[src/rtl/level_pkg.sv]
// Shared types and constants for the level column feeder.
package level_pkg;

    localparam int unsigned BLOCK_ID_W = 3;
    localparam int unsigned ROWS       = 10;
    localparam int unsigned COL_BITS   = BLOCK_ID_W * ROWS;
    localparam int unsigned BLOCK_PX   = 40;
    localparam int unsigned MEM_DW     = 16;
    localparam int unsigned HI_BITS    = COL_BITS - MEM_DW;

    typedef enum logic [BLOCK_ID_W-1:0] {
        AIR      = 3'd0,
        BRICK    = 3'd1,
        QUESTION = 3'd3
    } block_id_e;

    typedef enum logic [1:0] {
        IDLE     = 2'd0,
        FETCH_LO = 2'd1,
        FETCH_HI = 2'd2,
        EMIT     = 2'd3
    } feed_state_e;

    typedef logic [COL_BITS-1:0] column_t;

    // Column emitted once the level memory has run out.
    function automatic column_t air_column();
        return {ROWS{AIR}};
    endfunction

endpackage

[src/rtl/level_column_feeder_if.sv]
// Column-feed bundle: scroll input, level-memory read port and block-array shift output.
interface level_column_feeder_if
    import level_pkg::*;
#(
    parameter int unsigned COL_W = 8
) ();

    logic                scroll_req;
    logic                mem_rd_req;
    logic [COL_W:0]      mem_addr;
    logic                mem_rd_ack;
    logic [MEM_DW-1:0]   mem_rdata;
    column_t             new_block_id;
    logic                Shift;
    logic [COL_W-1:0]    col_index;
    logic                level_end;
    logic                init_done;
    logic                pend_ovf;

    modport master (
        input  scroll_req, mem_rd_ack, mem_rdata,
        output mem_rd_req, mem_addr, new_block_id, Shift,
               col_index, level_end, init_done, pend_ovf
    );

    modport slave (
        output scroll_req, mem_rd_ack, mem_rdata,
        input  mem_rd_req, mem_addr, new_block_id, Shift,
               col_index, level_end, init_done, pend_ovf
    );

endinterface

[src/rtl/scroll_pend_counter.sv]
// Saturating up/down counter of outstanding scroll requests with sticky overflow.
module scroll_pend_counter #(
    parameter int unsigned PEND_W = 3
) (
    input  logic              Clk,
    input  logic              Reset,
    input  logic              i_inc,
    input  logic              i_dec,
    output logic [PEND_W-1:0] o_count,
    output logic              o_ovf
);

    localparam logic [PEND_W-1:0] PEND_MAX = '1;

    logic [PEND_W-1:0] r_count;
    logic              r_ovf;

    // Simultaneous inc and dec cancel; a request lost at saturation is flagged.
    always_ff @(posedge Clk) begin
        if (Reset) begin
            r_count <= '0;
            r_ovf   <= 1'b0;
        end else if (i_inc && !i_dec) begin
            if (r_count == PEND_MAX) begin
                r_ovf <= 1'b1;
            end else begin
                r_count <= r_count + PEND_W'(1);
            end
        end else if (i_dec && !i_inc && (r_count != '0)) begin
            r_count <= r_count - PEND_W'(1);
        end
    end

    assign o_count = r_count;
    assign o_ovf   = r_ovf;

endmodule

[src/rtl/level_column_feeder.sv]
// Fetches 30-bit block-ID columns from level memory and shifts them into the block array.
// Define LEVEL_LOOP_EN to wrap the level back to column 0 instead of emitting air at the end.
module level_column_feeder
    import level_pkg::*;
#(
    parameter int unsigned LEVEL_COLS = 212,
    parameter int unsigned VIEW_COLS  = 10,
    parameter int unsigned COL_W      = 8,
    parameter int unsigned PEND_W     = 3
) (
    input  logic                   Clk,
    input  logic                   Reset,
    level_column_feeder_if.master  bus
);

    localparam int unsigned FILL_W = $clog2(VIEW_COLS + 1);

    feed_state_e         r_state;
    logic [FILL_W-1:0]   r_fill_cnt;
    logic [COL_W-1:0]    r_col_index;
    logic [MEM_DW-1:0]   r_lo;
    logic                r_mem_rd_req;
    logic [COL_W:0]      r_mem_addr;
    column_t             r_new_block_id;
    logic                r_shift;
    logic                r_level_end;
    logic                r_init_done;

    logic [PEND_W-1:0]   w_pend;
    logic                w_pend_ovf;
    logic                w_pend_dec;
    logic                w_work;
    logic                w_exhausted;
    logic [COL_W-1:0]    w_col_next;
    logic                w_unused_rdata;

    assign w_work         = (r_fill_cnt != '0) || (w_pend != '0);
    assign w_pend_dec     = (r_state == EMIT) && (r_fill_cnt == '0);
    assign w_unused_rdata = ^bus.mem_rdata[MEM_DW-1:HI_BITS];

`ifdef LEVEL_LOOP_EN
    assign w_exhausted = 1'b0;
    assign w_col_next  = (r_col_index == COL_W'(LEVEL_COLS - 1)) ? '0
                                                                  : r_col_index + COL_W'(1);
`else
    assign w_exhausted = (r_col_index >= COL_W'(LEVEL_COLS));
    assign w_col_next  = w_exhausted ? r_col_index : r_col_index + COL_W'(1);
`endif

    scroll_pend_counter #(
        .PEND_W (PEND_W)
    ) u_pend (
        .Clk     (Clk),
        .Reset   (Reset),
        .i_inc   (bus.scroll_req),
        .i_dec   (w_pend_dec),
        .o_count (w_pend),
        .o_ovf   (w_pend_ovf)
    );

    // Column index advances on entry to EMIT so level_end can register it one cycle later.
    always_ff @(posedge Clk) begin
        if (Reset) begin
            r_state        <= IDLE;
            r_fill_cnt     <= FILL_W'(VIEW_COLS);
            r_col_index    <= '0;
            r_lo           <= '0;
            r_mem_rd_req   <= 1'b0;
            r_mem_addr     <= '0;
            r_new_block_id <= '0;
            r_shift        <= 1'b0;
            r_level_end    <= 1'b0;
            r_init_done    <= 1'b0;
        end else begin
            r_shift <= 1'b0;
            unique case (r_state)
                IDLE: begin
                    if (w_work) begin
                        if (w_exhausted) begin
                            r_new_block_id <= air_column();
                            r_shift        <= 1'b1;
                            r_col_index    <= w_col_next;
                            r_state        <= EMIT;
                        end else begin
                            r_mem_rd_req <= 1'b1;
                            r_mem_addr   <= {r_col_index, 1'b0};
                            r_state      <= FETCH_LO;
                        end
                    end
                end
                FETCH_LO: begin
                    if (bus.mem_rd_ack) begin
                        r_lo       <= bus.mem_rdata;
                        r_mem_addr <= {r_col_index, 1'b1};
                        r_state    <= FETCH_HI;
                    end
                end
                FETCH_HI: begin
                    if (bus.mem_rd_ack) begin
                        r_mem_rd_req   <= 1'b0;
                        r_new_block_id <= {bus.mem_rdata[HI_BITS-1:0], r_lo};
                        r_shift        <= 1'b1;
                        r_col_index    <= w_col_next;
                        r_state        <= EMIT;
                    end
                end
                EMIT: begin
                    r_state     <= IDLE;
                    r_level_end <= (r_col_index == COL_W'(LEVEL_COLS));
                    if (r_fill_cnt != '0) begin
                        r_fill_cnt <= r_fill_cnt - FILL_W'(1);
                        if (r_fill_cnt == FILL_W'(1)) begin
                            r_init_done <= 1'b1;
                        end
                    end
                end
                default: r_state <= IDLE;
            endcase
        end
    end

    assign bus.mem_rd_req   = r_mem_rd_req;
    assign bus.mem_addr     = r_mem_addr;
    assign bus.new_block_id = r_new_block_id;
    assign bus.Shift        = r_shift;
    assign bus.col_index    = r_col_index;
    assign bus.level_end    = r_level_end;
    assign bus.init_done    = r_init_done;
    assign bus.pend_ovf     = w_pend_ovf;

endmodule

[src/flat_wrapper.sv]
// flat-port wrapper written by rule: the top's interface ports become plain ports
module level_column_feeder_flat import level_pkg::*;
#(
    parameter int unsigned LEVEL_COLS = 212,
    parameter int unsigned VIEW_COLS  = 10,
    parameter int unsigned COL_W      = 8,
    parameter int unsigned PEND_W     = 3
)
  (Clk, Reset, bus_scroll_req, bus_mem_rd_ack, bus_mem_rdata, bus_mem_rd_req, bus_mem_addr, bus_new_block_id, bus_Shift, bus_col_index, bus_level_end, bus_init_done, bus_pend_ovf);
  level_column_feeder_if #(.COL_W(COL_W)) bus_i ();
  input  logic Clk;
  input  logic Reset;
  input wire logic [$bits(bus_i.scroll_req)-1:0] bus_scroll_req;
  input wire logic [$bits(bus_i.mem_rd_ack)-1:0] bus_mem_rd_ack;
  input wire logic [$bits(bus_i.mem_rdata)-1:0] bus_mem_rdata;
  output wire logic [$bits(bus_i.mem_rd_req)-1:0] bus_mem_rd_req;
  output wire logic [$bits(bus_i.mem_addr)-1:0] bus_mem_addr;
  output wire logic [$bits(bus_i.new_block_id)-1:0] bus_new_block_id;
  output wire logic [$bits(bus_i.Shift)-1:0] bus_Shift;
  output wire logic [$bits(bus_i.col_index)-1:0] bus_col_index;
  output wire logic [$bits(bus_i.level_end)-1:0] bus_level_end;
  output wire logic [$bits(bus_i.init_done)-1:0] bus_init_done;
  output wire logic [$bits(bus_i.pend_ovf)-1:0] bus_pend_ovf;
  assign bus_i.scroll_req = bus_scroll_req;
  assign bus_i.mem_rd_ack = bus_mem_rd_ack;
  assign bus_i.mem_rdata = bus_mem_rdata;
  assign bus_mem_rd_req = bus_i.mem_rd_req;
  assign bus_mem_addr = bus_i.mem_addr;
  assign bus_new_block_id = bus_i.new_block_id;
  assign bus_Shift = bus_i.Shift;
  assign bus_col_index = bus_i.col_index;
  assign bus_level_end = bus_i.level_end;
  assign bus_init_done = bus_i.init_done;
  assign bus_pend_ovf = bus_i.pend_ovf;
  level_column_feeder #(.LEVEL_COLS(LEVEL_COLS), .VIEW_COLS(VIEW_COLS), .COL_W(COL_W), .PEND_W(PEND_W)) u_core (.Clk(Clk), .Reset(Reset), .bus(bus_i));
endmodule
[config.mk]
export PLATFORM = sky130hd
export DESIGN_NAME = level_column_feeder_flat
export DESIGN_NICKNAME = d
export VERILOG_FILES = /design/src/rtl/level_pkg.sv /design/src/rtl/level_column_feeder_if.sv /design/src/rtl/scroll_pend_counter.sv /design/src/rtl/level_column_feeder.sv /design/src/flat_wrapper.sv
export SDC_FILE = /design/constraint.sdc
export NUM_CORES = 1
export LEC_CHECK = 0
export CAP_MARGIN = 5
export CORE_ASPECT_RATIO = 2
export CORE_MARGIN = 1.5
export CORE_UTILIZATION = 46
export CTS_CLUSTER_SIZE = 8
export DETAILED_ROUTE_END_ITERATION = 8
export PLACE_DENSITY = 0.79
export SLEW_MARGIN = 40
export SYNTH_ARGS = -nofsm -noshare
export SYNTH_HDL_FRONTEND = slang
export SYNTH_SLANG_ARGS = --single-unit
[constraint.sdc]
create_clock -name Clk -period 2.1 [get_ports Clk]
set_input_delay 0.315 -clock Clk [delete_from_list [all_inputs] [get_ports Clk]]
set_output_delay 0.315 -clock Clk [all_outputs]
set_load 0.02 [all_outputs]
==> results.py <==
metrics = {
    "clock_tree": {
        "clk_pin_slew_worst_paths_ns": 0.06,
        "root_buffer": "clkbuf_16",
        "clock_latency_ns": 0.33,
        "clock_sinks": 77,
        "cts_buffer_depth": 2,
        "tritoncts": "yes",
        "cts_htree_levels": 3,
        "cts_inserted_buffers": 9,
    },
    "global_route": {
        "gr-usage-all-layers_pct": 22.7,
        "grt_max_degree": 48,
        "grt_pass1_wl_mm": 14.5,
        "grt_overflow": 0,
        "antenna_found_initial": 0,
        "grt_pass1_vias": 3137,
    },
    "routing": {
        "drt_pass1_iterations": 4,
        "drc": 0,
        "vias": 3203,
        "drt_iter0_markers": 357,
        "wl_mm": 8.98,
        "wl_per_cell_um": 15.9,
        "drtAntennaViolNets": 0,
        "vias_per_cell": 5.67,
    },
    "sta": {
        "fin_crit_ns": 2.02,
        "slew_headroom_pct": 53.5,
        "setup_viol": 0,
        "tightestPinTransition_ns": 0.692,
        "fmax_ghz": 0.494,
        "slew_violations": 0,
        "clock_skew_ns": 0.00606,
        "min_period_over_period_pct": 96.4,
        "hold_viol": 0,
        "finalWorstSetupSlack_ns": 0.0755,
        "rsz0062_at_grt": "false",
    },
    "worst_hold_path": {
        "hp-class": "reg2reg",
    },
    "finish": {
        "area_growth_pct": 37.0,
        "layout.cells.non_filler": 565,
        "final_common_cell": "dfxtp_1",
        "layout_common_cells": "dfxtp_1 (73), clkdlybuf4s50_1 (70), a21oi_1 (48), nand2_1 (39), o2111ai_1 (30)",
        "fill_cells": 589,
        "nets": 499,
        "drive_gt1_share_pct": 13.7,
        "n_antenna_cell": 0,
        "final_design_area_no_fill_um2": 4770,
    },
    "setup_path": {
        "cp-start-kind": "register",
        "cp_slowest_cell": "or4_4",
        "cp_max_fo": 4,
        "crit_chain": "ha_2, nand4bb_4, nand2_2, fa_2, or4_4, a21o_1, a21oi_1",
        "worstPathRequired_ns": 2.36,
        "worst_ep_arrival_time_ns": 2.29,
        "slowest_delay_ns": 0.53,
        "critPathKind": "reg2reg",
        "end_kind": "register",
    },
    "pwr": {
        "power.total_w": 0.00511,
        "leakage_nw": 1.67,
        "vdd_drop_max_uv": 1020,
        "power_density_nw_per_um2": 1070,
    },
    "yosys": {
        "async_flop_share_pct": 0,
        "mappedNetlistNets": 423,
        "syn_area_per_cell_um2": 8.88,
        "synth_seq_cells": 77,
        "synth_edf_count": 0,
        "yosys_warnings": 0,
        "synth_area_um2": 3480,
        "ys.flop_type": "dfxtp_1",
        "synth.distinct_cells": 52,
        "synth_cells": 392,
        "seq_area_frac_synth_pct": 44.3,
    },
    "placement": {
        "gp_congestion": 0.828,
        "hpwlAfterDp_mm": 6.24,
        "io_buffers": 71,
        "dp.cells": 548,
        "placed_area_um2": 4420,
        "place_ws_ns": -0.133,
    },
    "run_status": {
        "status": "complete, no violations",
    },
    "floorplan": {
        "die_h_um": 126,
        "io_pins": 72,
        "die_area_um2": 8130,
        "fp.dieW_um": 64.5,
        "core-area_um2": 7320,
        "std_cell_rows": 44,
        "initial_utilization_pct": 47.6,
    },
    "run": {
        "max_cap_violations": 0,
    },
}
## metrics by stage
stage | setup TNS (ns) | util, % | hold slack [ns]
6_report | 0 | 65.1 | 0.457
5_1_grt | 0 | 65.1 | 0.472
2_1_floorplan | 0 | - | 0.437
4_1_cts | 0 | 64.7 | 0.456
3_5_place_dp | -0.133 | 60.4 | 0.449
3_3_place_gp | -3.69 | 60.1 | 0.442
## area by class of cell
| class | instances | area (um2) | area share (%) |
|---|---|---|---|
| Clock buffer | 12 | 236 | 4.96 |
| Clock inverter | 4 | 72.6 | 1.52 |
| Inverter | 7 | 26.3 | 0.551 |
| Multi-Input combinational cell | 273 | 1820 | 38.1 |
| Sequential cell | 77 | 1550 | 32.4 |
| Tap cell | 92 | 115 | 2.41 |
| Timing Repair Buffer | 100 | 956 | 20.0 |
## Yosys cell counts (2+ instances only)
| library cell | n | area [um2] |
|---|---|---|
| and4_1 | 2 | 17.5 |
| buf_4 | 3 | 22.5 |
| dfxtp_1 | 77 | 1540 |
| ha_1 | 10 | 125 |
| clkbuf_1 | 25 | 93.8 |
| inv_1 | 6 | 22.5 |
| nand2_1 | 40 | 150 |
| nand4_1 | 4 | 25.0 |
| nor3_1 | 3 | 15.0 |
| nand3_1 | 5 | 25.0 |
| a21oi_1 | 48 | 240 |
| a211oi_1 | 3 | 22.5 |
| nand2b_1 | 21 | 131 |
| o2111ai_1 | 30 | 263 |
| clkbuf_2 | 2 | 10.0 |
| xor2_1 | 5 | 43.8 |
| and2_1 | 2 | 12.5 |
| xnor2_1 | 2 | 17.5 |
| o21ai_0 | 22 | 110 |
| or4_1 | 3 | 22.5 |
| nor2_1 | 19 | 71.3 |
| o21ai_1 | 11 | 55.1 |
| nand4b_1 | 2 | 17.5 |
| mux2_2 | 2 | 22.5 |
| o21a_1 | 2 | 15.0 |
| mux2i_1 | 13 | 130 |
| buf_2 | 5 | 25.0 |
## flip-flops by register name, indices dropped and copies added (netlist names)
name	flops
u_core.bus.new_block_id	30
u_core.r_lo	16
u_core.bus.mem_addr	9
u_core.bus.col_index	8
u_core.r_fill_cnt	4
u_core.u_pend.o_count	3
u_core.r_state	2
u_core.bus.Shift	1
u_core.bus.init_done	1
u_core.bus.level_end	1
u_core.bus.mem_rd_req	1
u_core.u_pend.o_ovf	1
## where the power goes
part | total, W | leakage, nW | internal (W) | switching, W
Sequential | 0.00169 | 0.624 | 0.00159 | 0.0000947
Clock | 0.00161 | 0.147 | 0.00104 | 0.000573
Combinational | 0.00181 | 0.900 | 0.000669 | 0.00114
## worst max-delay path, delay by kind of cell, from the launching register on
family | cells | cell delay [ns]
compound gates | 2 | 0.29
fa+ha+maj | 2 | 0.61
flops | 1 | 0.34
simple gates | 3 | 0.73
## routing by layer
metal,up-vias,part of all wire [%],GRT usage (%)
li1,1564,-,-
met1,1525,37,23.7
met2,95,56,41.3
met3,19,4.5,5.18
met4,0,2.8,11.6
met5,-,0,0
## kinds of logic (layout without fill, tap and decap cells)
family | after synthesis | count (layout) | synth area share [%]
xor+xnor | 7 | 7 | 1.76
fa+ha+maj | 11 | 11 | 4.17
compound gates | 129 | 129 | 24.0
buf+inv | 42 | 123 | 5.10
flops | 77 | 77 | 44.3
mux | 15 | 15 | 4.38
simple gates | 111 | 111 | 16.3
## what timing repair did
item	CTS	global route
setup buffers	0	1
cloned	0	0
pin swaps	0	1
resized for setup	2	9
hold buffers	0	0
setup endpoints to repair	1	10
## worst paths after layout
kind	start	end	slack [ns]	depth (start not counted)
setup reg to reg	u_core.r_state[0]	u_core.u_pend.o_count[2]	0.08	7
setup / recovery	u_core.r_state[0]	u_core.u_pend.o_count[2]	0.08	7
hold reg to reg	u_core.r_lo[14]	u_core.r_lo[14]	0.46	2
hold / removal	u_core.r_lo[14]	u_core.r_lo[14]	0.46	2
Power figures use the tool's default switching activity.
